[src/rtl/press_counter_7seg.sv]
// rtl/press_counter_7seg.sv - two-digit BCD up/down press counter with auto-repeat and 7-seg outputs
// Optional macro PRESS_COUNTER_BLANK_EN: blank the tens digit when it is zero.
module press_counter_7seg #(
  parameter int HOLD_CYCLES   = 12500000,
  parameter int REPEAT_CYCLES = 2500000,
  parameter int CTR_WIDTH     = 24
) (
  input  logic       i_clk,
  input  logic       i_rst,
  input  logic       i_inc,
  input  logic       i_dec,
  input  logic       i_clr,
  output logic [7:0] o_count,
  output logic [6:0] o_seg1,
  output logic [6:0] o_seg2
);

  typedef enum logic [1:0] {S_IDLE, S_HOLD, S_REPEAT} state_t;

  localparam logic [CTR_WIDTH-1:0] HOLD_LAST   = CTR_WIDTH'(HOLD_CYCLES - 1);
  localparam logic [CTR_WIDTH-1:0] REPEAT_LAST = CTR_WIDTH'(REPEAT_CYCLES - 1);
  localparam logic [6:0]           SEG_ZERO    = 7'b1000000;
  localparam logic [6:0]           SEG_OFF     = 7'b1111111;

  state_t               r_state;
  logic                 r_dir;
  logic [CTR_WIDTH-1:0] r_timer;
  logic [7:0]           r_count;
  logic                 r_inc_prev;
  logic                 r_dec_prev;
  logic [6:0]           r_seg1;
  logic [6:0]           r_seg2;

  logic                 w_inc_edge;
  logic                 w_dec_edge;
  logic                 w_abort;
  logic [CTR_WIDTH-1:0] w_limit;

  function automatic logic [7:0] bcd_step(input logic [7:0] c, input logic up);
    logic [3:0] t;
    logic [3:0] u;
    t = c[7:4];
    u = c[3:0];
    if (up) begin
      if (u == 4'd9) begin
        u = 4'd0;
        t = (t == 4'd9) ? 4'd0 : t + 4'd1;
      end else begin
        u = u + 4'd1;
      end
    end else begin
      if (u == 4'd0) begin
        u = 4'd9;
        t = (t == 4'd0) ? 4'd9 : t - 4'd1;
      end else begin
        u = u - 4'd1;
      end
    end
    return {t, u};
  endfunction

  function automatic logic [6:0] seg_decode(input logic [3:0] d);
    case (d)
      4'd0:    return 7'b1000000;
      4'd1:    return 7'b1111001;
      4'd2:    return 7'b0100100;
      4'd3:    return 7'b0110000;
      4'd4:    return 7'b0011001;
      4'd5:    return 7'b0010010;
      4'd6:    return 7'b0000010;
      4'd7:    return 7'b1111000;
      4'd8:    return 7'b0000000;
      4'd9:    return 7'b0010000;
      default: return SEG_OFF;
    endcase
  endfunction

  assign w_inc_edge = i_inc & ~r_inc_prev;
  assign w_dec_edge = i_dec & ~r_dec_prev;
  // Releasing the latched button or touching the other one cancels the hold.
  assign w_abort    = r_dir ? (~i_inc | i_dec) : (~i_dec | i_inc);
  assign w_limit    = (r_state == S_HOLD) ? HOLD_LAST : REPEAT_LAST;

  always_ff @(posedge i_clk or posedge i_rst) begin
    if (i_rst) begin
      r_state    <= S_IDLE;
      r_dir      <= 1'b0;
      r_timer    <= '0;
      r_count    <= 8'h00;
      r_inc_prev <= 1'b0;
      r_dec_prev <= 1'b0;
    end else begin
      r_inc_prev <= i_inc;
      r_dec_prev <= i_dec;
      if (i_clr) begin
        r_count <= 8'h00;
        r_state <= S_IDLE;
        r_timer <= '0;
      end else begin
        case (r_state)
          S_IDLE: begin
            if (w_inc_edge && !i_dec) begin
              r_count <= bcd_step(r_count, 1'b1);
              r_dir   <= 1'b1;
              r_timer <= '0;
              r_state <= S_HOLD;
            end else if (w_dec_edge && !i_inc) begin
              r_count <= bcd_step(r_count, 1'b0);
              r_dir   <= 1'b0;
              r_timer <= '0;
              r_state <= S_HOLD;
            end
          end
          S_HOLD, S_REPEAT: begin
            if (w_abort) begin
              r_state <= S_IDLE;
              r_timer <= '0;
            end else if (r_timer == w_limit) begin
              r_count <= bcd_step(r_count, r_dir);
              r_timer <= '0;
              r_state <= S_REPEAT;
            end else begin
              r_timer <= r_timer + 1'b1;
            end
          end
          default: begin
            r_state <= S_IDLE;
            r_timer <= '0;
          end
        endcase
      end
    end
  end

  always_ff @(posedge i_clk or posedge i_rst) begin
    if (i_rst) begin
`ifdef PRESS_COUNTER_BLANK_EN
      r_seg1 <= SEG_OFF;
`else
      r_seg1 <= SEG_ZERO;
`endif
      r_seg2 <= SEG_ZERO;
    end else begin
`ifdef PRESS_COUNTER_BLANK_EN
      r_seg1 <= (r_count[7:4] == 4'd0) ? SEG_OFF : seg_decode(r_count[7:4]);
`else
      r_seg1 <= seg_decode(r_count[7:4]);
`endif
      r_seg2 <= seg_decode(r_count[3:0]);
    end
  end

  assign o_count = r_count;
  assign o_seg1  = r_seg1;
  assign o_seg2  = r_seg2;

endmodule

[config.mk]
export PLATFORM = sky130hd
export DESIGN_NAME = press_counter_7seg
export DESIGN_NICKNAME = d
export VERILOG_FILES = /design/src/rtl/press_counter_7seg.sv
export SDC_FILE = /design/constraint.sdc
export NUM_CORES = 1
export LEC_CHECK = 0
export BUFFER_PORTS_ARGS = -buffer_cell sky130_fd_sc_hd__buf_2
export CAP_MARGIN = 5
export CORE_AREA = 2 2 87 89
export CTS_BUF_LIST = sky130_fd_sc_hd__clkbuf_4 sky130_fd_sc_hd__clkbuf_8 sky130_fd_sc_hd__clkbuf_16
export DETAILED_ROUTE_END_ITERATION = 16
export DIE_AREA = 0 0 89 91
export GPL_ROUTABILITY_DRIVEN = 0
export MAX_ROUTING_LAYER = met4
export PLACE_DENSITY = 0.73
export SLEW_MARGIN = 10
export SYNTH_ARGS = -nofsm -noshare
export SYNTH_HDL_FRONTEND = slang
export SYNTH_SLANG_ARGS = --single-unit
[constraint.sdc]
create_clock -name i_clk -period 7.5 [get_ports i_clk]
set_clock_uncertainty 0.1 [all_clocks]
set_input_delay 0 -clock i_clk [delete_from_list [all_inputs] [get_ports i_clk]]
set_output_delay 0 -clock i_clk [all_outputs]
set_load 0.005 [all_outputs]
======== Word-level counts from Yosys, hierarchy flattened ========
Memory sizes are Yosys's and may differ from the RTL's. A register that Yosys moved wholly into a read port is not among the register bits.
Index checks and enable logic that the tools add are counted.
word-level totals
  bits in read-only memories .............. 224
  register bits after elaboration ......... 37
  memories kept ........................... 2
  output and inout bits ................... 22
  word-level logic and storage cells ...... 74
  input bits .............................. 5
operators by class
  bitwise gates (word level) .............. 9
  add/sub/neg operators ................... 5
  reduce and logical (&&, ||, !) cells .... 13
  eq/ne operators ......................... 9
  mux-type cells .......................... 30
memories
  name              words  bits a word  rd ports  clocked after Yosys merged registers in  write ports  line  text
  (name not given)  16     7            1         1                                        0            63    case (d)
  (name not given)  16     7            1         1                                        0            63
operators with widths
  kind                                              number
  two-way mux 24 bit                                6
  one-hot mux 24 bit (2 select lines)               1
  two-way mux 8 bit                                 5
  two-way mux 4 bit                                 8
  adder 24 x 1 -> 24 bit, second input constant     1
  == test 24 bit                                    1
  one-hot mux 8 bit (2 select lines)                1
  two-way mux 2 bit                                 5
  adder 4 x 1 -> 4 bit, second input constant       2
  == test 4 bit, second input constant              2
  zero test 4 bit                                   2
  != test 4 bit, second input constant              2
  subtractor 4 x 1 -> 4 bit, second input constant  2
  != test 3 bit, second input constant              2
  NOT 1 bit                                         5
  one-hot mux 2 bit (2 select lines)                1
  AND reduction 4 bit                               1
  two-way mux 1 bit                                 3
  AND reduction 3 bit                               1
  nonzero test 3 bit                                1
  AND 1 bit                                         2
  == test 2 x 1 -> 1 bit, second input constant     1
  == test 2 bit, second input constant              1
  logical AND 1 bit                                 2
  6 further kinds                                   8

======== Longest topological paths before layout ========
  depth after elaboration ................. 8
  gate-level depth with buffers ........... 9

======== Least setup slack after synthesis ========
Ideal clock, no wire load.
  path type ............................... register to register
  start ................................... reg r_state[0]
  end ..................................... reg r_count[3] (netlist: o_count[3])
  arrival time ............................ 2260 ps
  clock period less this slack ............ 2439 ps
  buffers on the path ..................... 1
  cell stages (with the launch flop) ...... 9
  slack ................................... 5061 ps
  data required time ...................... 7320 ps
  cells stage by stage .................... dfrtp_1 > inv_1 > ha_1 > or4b_2 > and2_1 > clkbuf_1 > mux2i_1 > a221o_1 > a2bb2oi_1
on the way
  word-level cells in the longest chain between the ends .. 5
RTL lines
  item                           line     text
  start, declared                25       state_t r_state;
  start signal, assigned         86       r_state <= S_IDLE;
  start signal, assigned         97       r_state <= S_IDLE;
  start signal, assigned         106      r_state <= S_HOLD;
  == test 2 x 1 -> 1 bit         82, 100
  two-way mux 24 bit             82       assign w_limit = (r_state == S_HOLD) ? HOLD_LAST : REPEAT_LAST;
  == test 24 bit                 118      end else if (r_timer == w_limit) begin
  != test 3 bit (no line)        n/a
  AND reduction 4 bit (no line)  n/a
  end signal, assigned           103      r_count <= bcd_step(r_count, 1'b1);
  end signal, assigned           108      r_count <= bcd_step(r_count, 1'b0);
  end signal, assigned           119      r_count <= bcd_step(r_count, r_dir);
  end, declared                  28       logic [7:0] r_count;
Several ways; a longest one is shown, not always the timed one.
A chain may end at the register's enable or synchronous reset.

======== Final worst setup path ========
  start ................................... reg r_timer[0]
  end ..................................... reg r_state[0]
on the way
  word-level cells in the longest chain between the ends .. 3
RTL lines
  item                           line  text
  start, declared                27    logic [CTR_WIDTH-1:0] r_timer;
  start signal, assigned         123   r_timer <= r_timer + 1'b1;
  == test 24 bit                 118
  != test 4 bit (no line)        n/a
  AND reduction 2 bit (no line)  n/a
  end signal, assigned           116   r_state <= S_IDLE;
  end signal, assigned           121   r_state <= S_REPEAT;
  end signal, assigned           127   r_state <= S_IDLE;
Every way passes these cells.

==> flow_summary.json <==
{
  "power.static_leakage_uw": 0.001474,
  "cp_top_family": "simple AND/OR/NAND/NOR gates",
  "async_reset_ff_frac": 1.000,
  "max_freq_ghz": 0.3662,
  "finalCritPeriodShare": 0.3641,
  "min_period_ns": 2.730,
  "rsz0062_at_grt": "false",
  "avgSynthCellArea_um2": 9.313,
  "yosysUniqueCellTypes": 64,
  "status": "finished, final reports clean",
  "final_cell_count_no_fill": 456,
  "cts_inserted_buffers": 5,
  "top_layer": "met4",
  "grt_max_degree": 52,
  "met3_length_um": 215,
  "met1_length_um": 3071,
  "drc": 0,
  "grt_overflow": 0,
  "relSlewSlack": 0.3018,
  "synth_common_cells": "49 x dfrtp_1, 40 x nor2_1, 25 x nand2_1, 23 x a21oi_1",
  "critPathArrivalTime_ns": 2.89,
  "antenna_found_initial": 0,
  "post_drt_wl_per_cell_um": 14.36,
  "drt-initial-drc-count": 133,
  "vias": 2576,
  "drt_wl_total_um": 6547,
  "clock-sinks": 51,
  "hold_class": "in2reg",
  "synth.area.top_cells": "dfrtp_1 39%, ha_1 5.6%, nor2_1 4.8%",
  "final_layout_size_suffix_gt1_frac": 0.1513,
  "path_clk_slew_ns": 0.09,
  "cts-root-buf": "clkbuf_8",
  "synth_area_um2": 3129,
  "num_rows": 31,
  "netlist_instances": 336,
  "vias_per_cell": 5.649,
  "ir_drop_uv": 90.58,
  "path_buf_inv": 0,
  "tightest_slew_ns": 1.046,
  "worstPathRequired_ns": 7.66,
  "io_pins": 27,
  "htree_num_levels": 2,
  "r2r_slack_ns": 4.77,
  "coreArea_um2": 7137,
  "num-nets-final": 375,
  "clock_latency_ns": 0.31,
  "grt_pass1_wl_um": 11300,
  "cts_max_path_buffers": 2,
  "yosysSeqAreaShare": 0.4086,
  "path_class": "reg2reg",
  "gr-usage-all-layers": 0.1756,
  "die_w_um": 89,
  "slew_violations": 0,
  "final-hold-violation-count": 0,
  "setup_viol": 0,
  "path_cells": "ha_1 -> and4_1 -> nand4_1 -> o31ai_1 -> and2_1 -> a31o_2",
  "synth_seq_cells": 51,
  "start_kind": "flop",
  "yosys_warnings": 0,
  "route.met2.wl_um": 3207,
  "synth_edf_count": 0,
  "yosysMostFrequentCell": "dfrtp_1",
  "io_buffers": 26,
  "cts_tree": "yes",
  "synth_top_flop_cell": "dfrtp_1",
  "drt_first_pass_iters": 4,
  "dieArea_um2": 8099,
  "area_growth_pct": 10.72,
  "cp_max_fo": 20,
  "dpl.hpwl_um": 4549,
  "postCtsSetupRepairBufs": 0,
  "drv_cap": 0,
  "antenna_cells": 0,
  "synth.top_cell.area_share": 0.3918,
  "crit_slowest_cell": "and2_1",
  "setup_tns_ns": 0,
  "power_per_cell_area_nw_per_um2": 300.9,
  "slowest_delay_ns": 0.67,
  "synth_nets": 355,
  "dp.cells": 445,
  "fp.dieH_um": 91,
  "grt_pass1_vias": 2502,
  "endpoint_kind": "flop",
  "initial_utilization": 0.4385,
  "synth_top_area_cell": "dfrtp_1",
  "antenna_left": 0
}
-- logic make-up (layout without fill, tap and decap cells) --
group,Yosys count,count (layout),share of synthesized area
and+or+nand+nor,141,141,0.2507
AOI/OAI and AO/OA,70,70,0.1523
DFF,51,51,0.4086
buffers and inverters,30,51,0.03918
xor gates and xnor gates,20,20,0.05598
adders and majority gates,14,14,0.05598
muxes,10,10,0.03718
-- worst min-delay path: cells and delay by family --
kind / cells / cell delay (ns)
buffers and inverters: 1 / 0.20
muxes: 1 / 0.06
AOI/OAI and AO/OA: 1 / 0.13
-- timing repair --
item | 4_1_cts | 5_1_grt
gates resized for setup | 0 | 0
endpoints found under the hold margin | 52 | 0
hold buffers | 3 | 0
-- sequential cells by signal, summed over array words and instances (netlist names) --
name and count:
r_dir 1, r_timer 24, r_state 2, r_dec_prev 1
o_seg2 7, o_count 8, r_inc_prev 1, o_seg1 7
-- cells in the final DEF, fill, tap and decap left out, types with 5 or more instances in the layout --
master    instances
ha_1             14
nand2_1          25
nand4_1           6
xor2_1           11
xnor2_1           9
dfrtp_1          49
and2_1            5
clkbuf_8          5
mux2i_1           6
a21oi_1          23
buf_2            26
o21ai_0          10
nor3_1            6
nor4_1            6
inv_1            11
nor2_1           40
nand3_1          14
-- stage by stage --
stage	area, um2	util	hold slack, ns	power, uW	setup WS (ns)
after floorplan	3129	-	-0.06857	724.6	5.061
after global placement	3322	0.4655	0.08800	844.0	4.905
after detailed placement	3322	0.4655	0.09528	849.9	4.821
after CTS	3465	0.4854	0.01978	1048	4.779
after global routing	3465	0.4854	0.04457	1133	4.497
final	3465	0.4854	0.02952	1042	4.770
-- worst paths after layout --
kind	from	endpoint	cells after the start
worst min register to register	r_state[1]	r_state[1]	1
worst min-delay path	i_clr	o_count[6]	3
worst max register to register	r_timer[0]	r_state[0]	6
worst max-delay path	r_timer[0]	r_state[0]	6
max in group asynchronous	i_rst	o_count[5]	3
min in group asynchronous	i_rst	o_count[2]	3
-- final cells by class --
type                    instances  area (um2)
fillers                       709        3672
multi-input cells             255        1733
flip-flops and latches         51        1279
repair buffers                 30       167.7
well taps                      99       123.9
clock buffers                   5       68.82
inverters                      13       48.80
clock inverters                 3       43.79
-- report_power, final --
part / total (uW) / internal [uW] / switching, uW
registers: 405 / 334 / 70.4
clock network: 195 / 99.5 / 95.4
logic: 443 / 205 / 238
-- per-layer routing --
metal  GRT usage  up-vias
li1            -     1259
met1      0.2241     1253
met4     0.04353        0
met2      0.2904       57
met5           -        -
met3     0.02727        7
No activity file was read; power rests on OpenSTA's default activity.
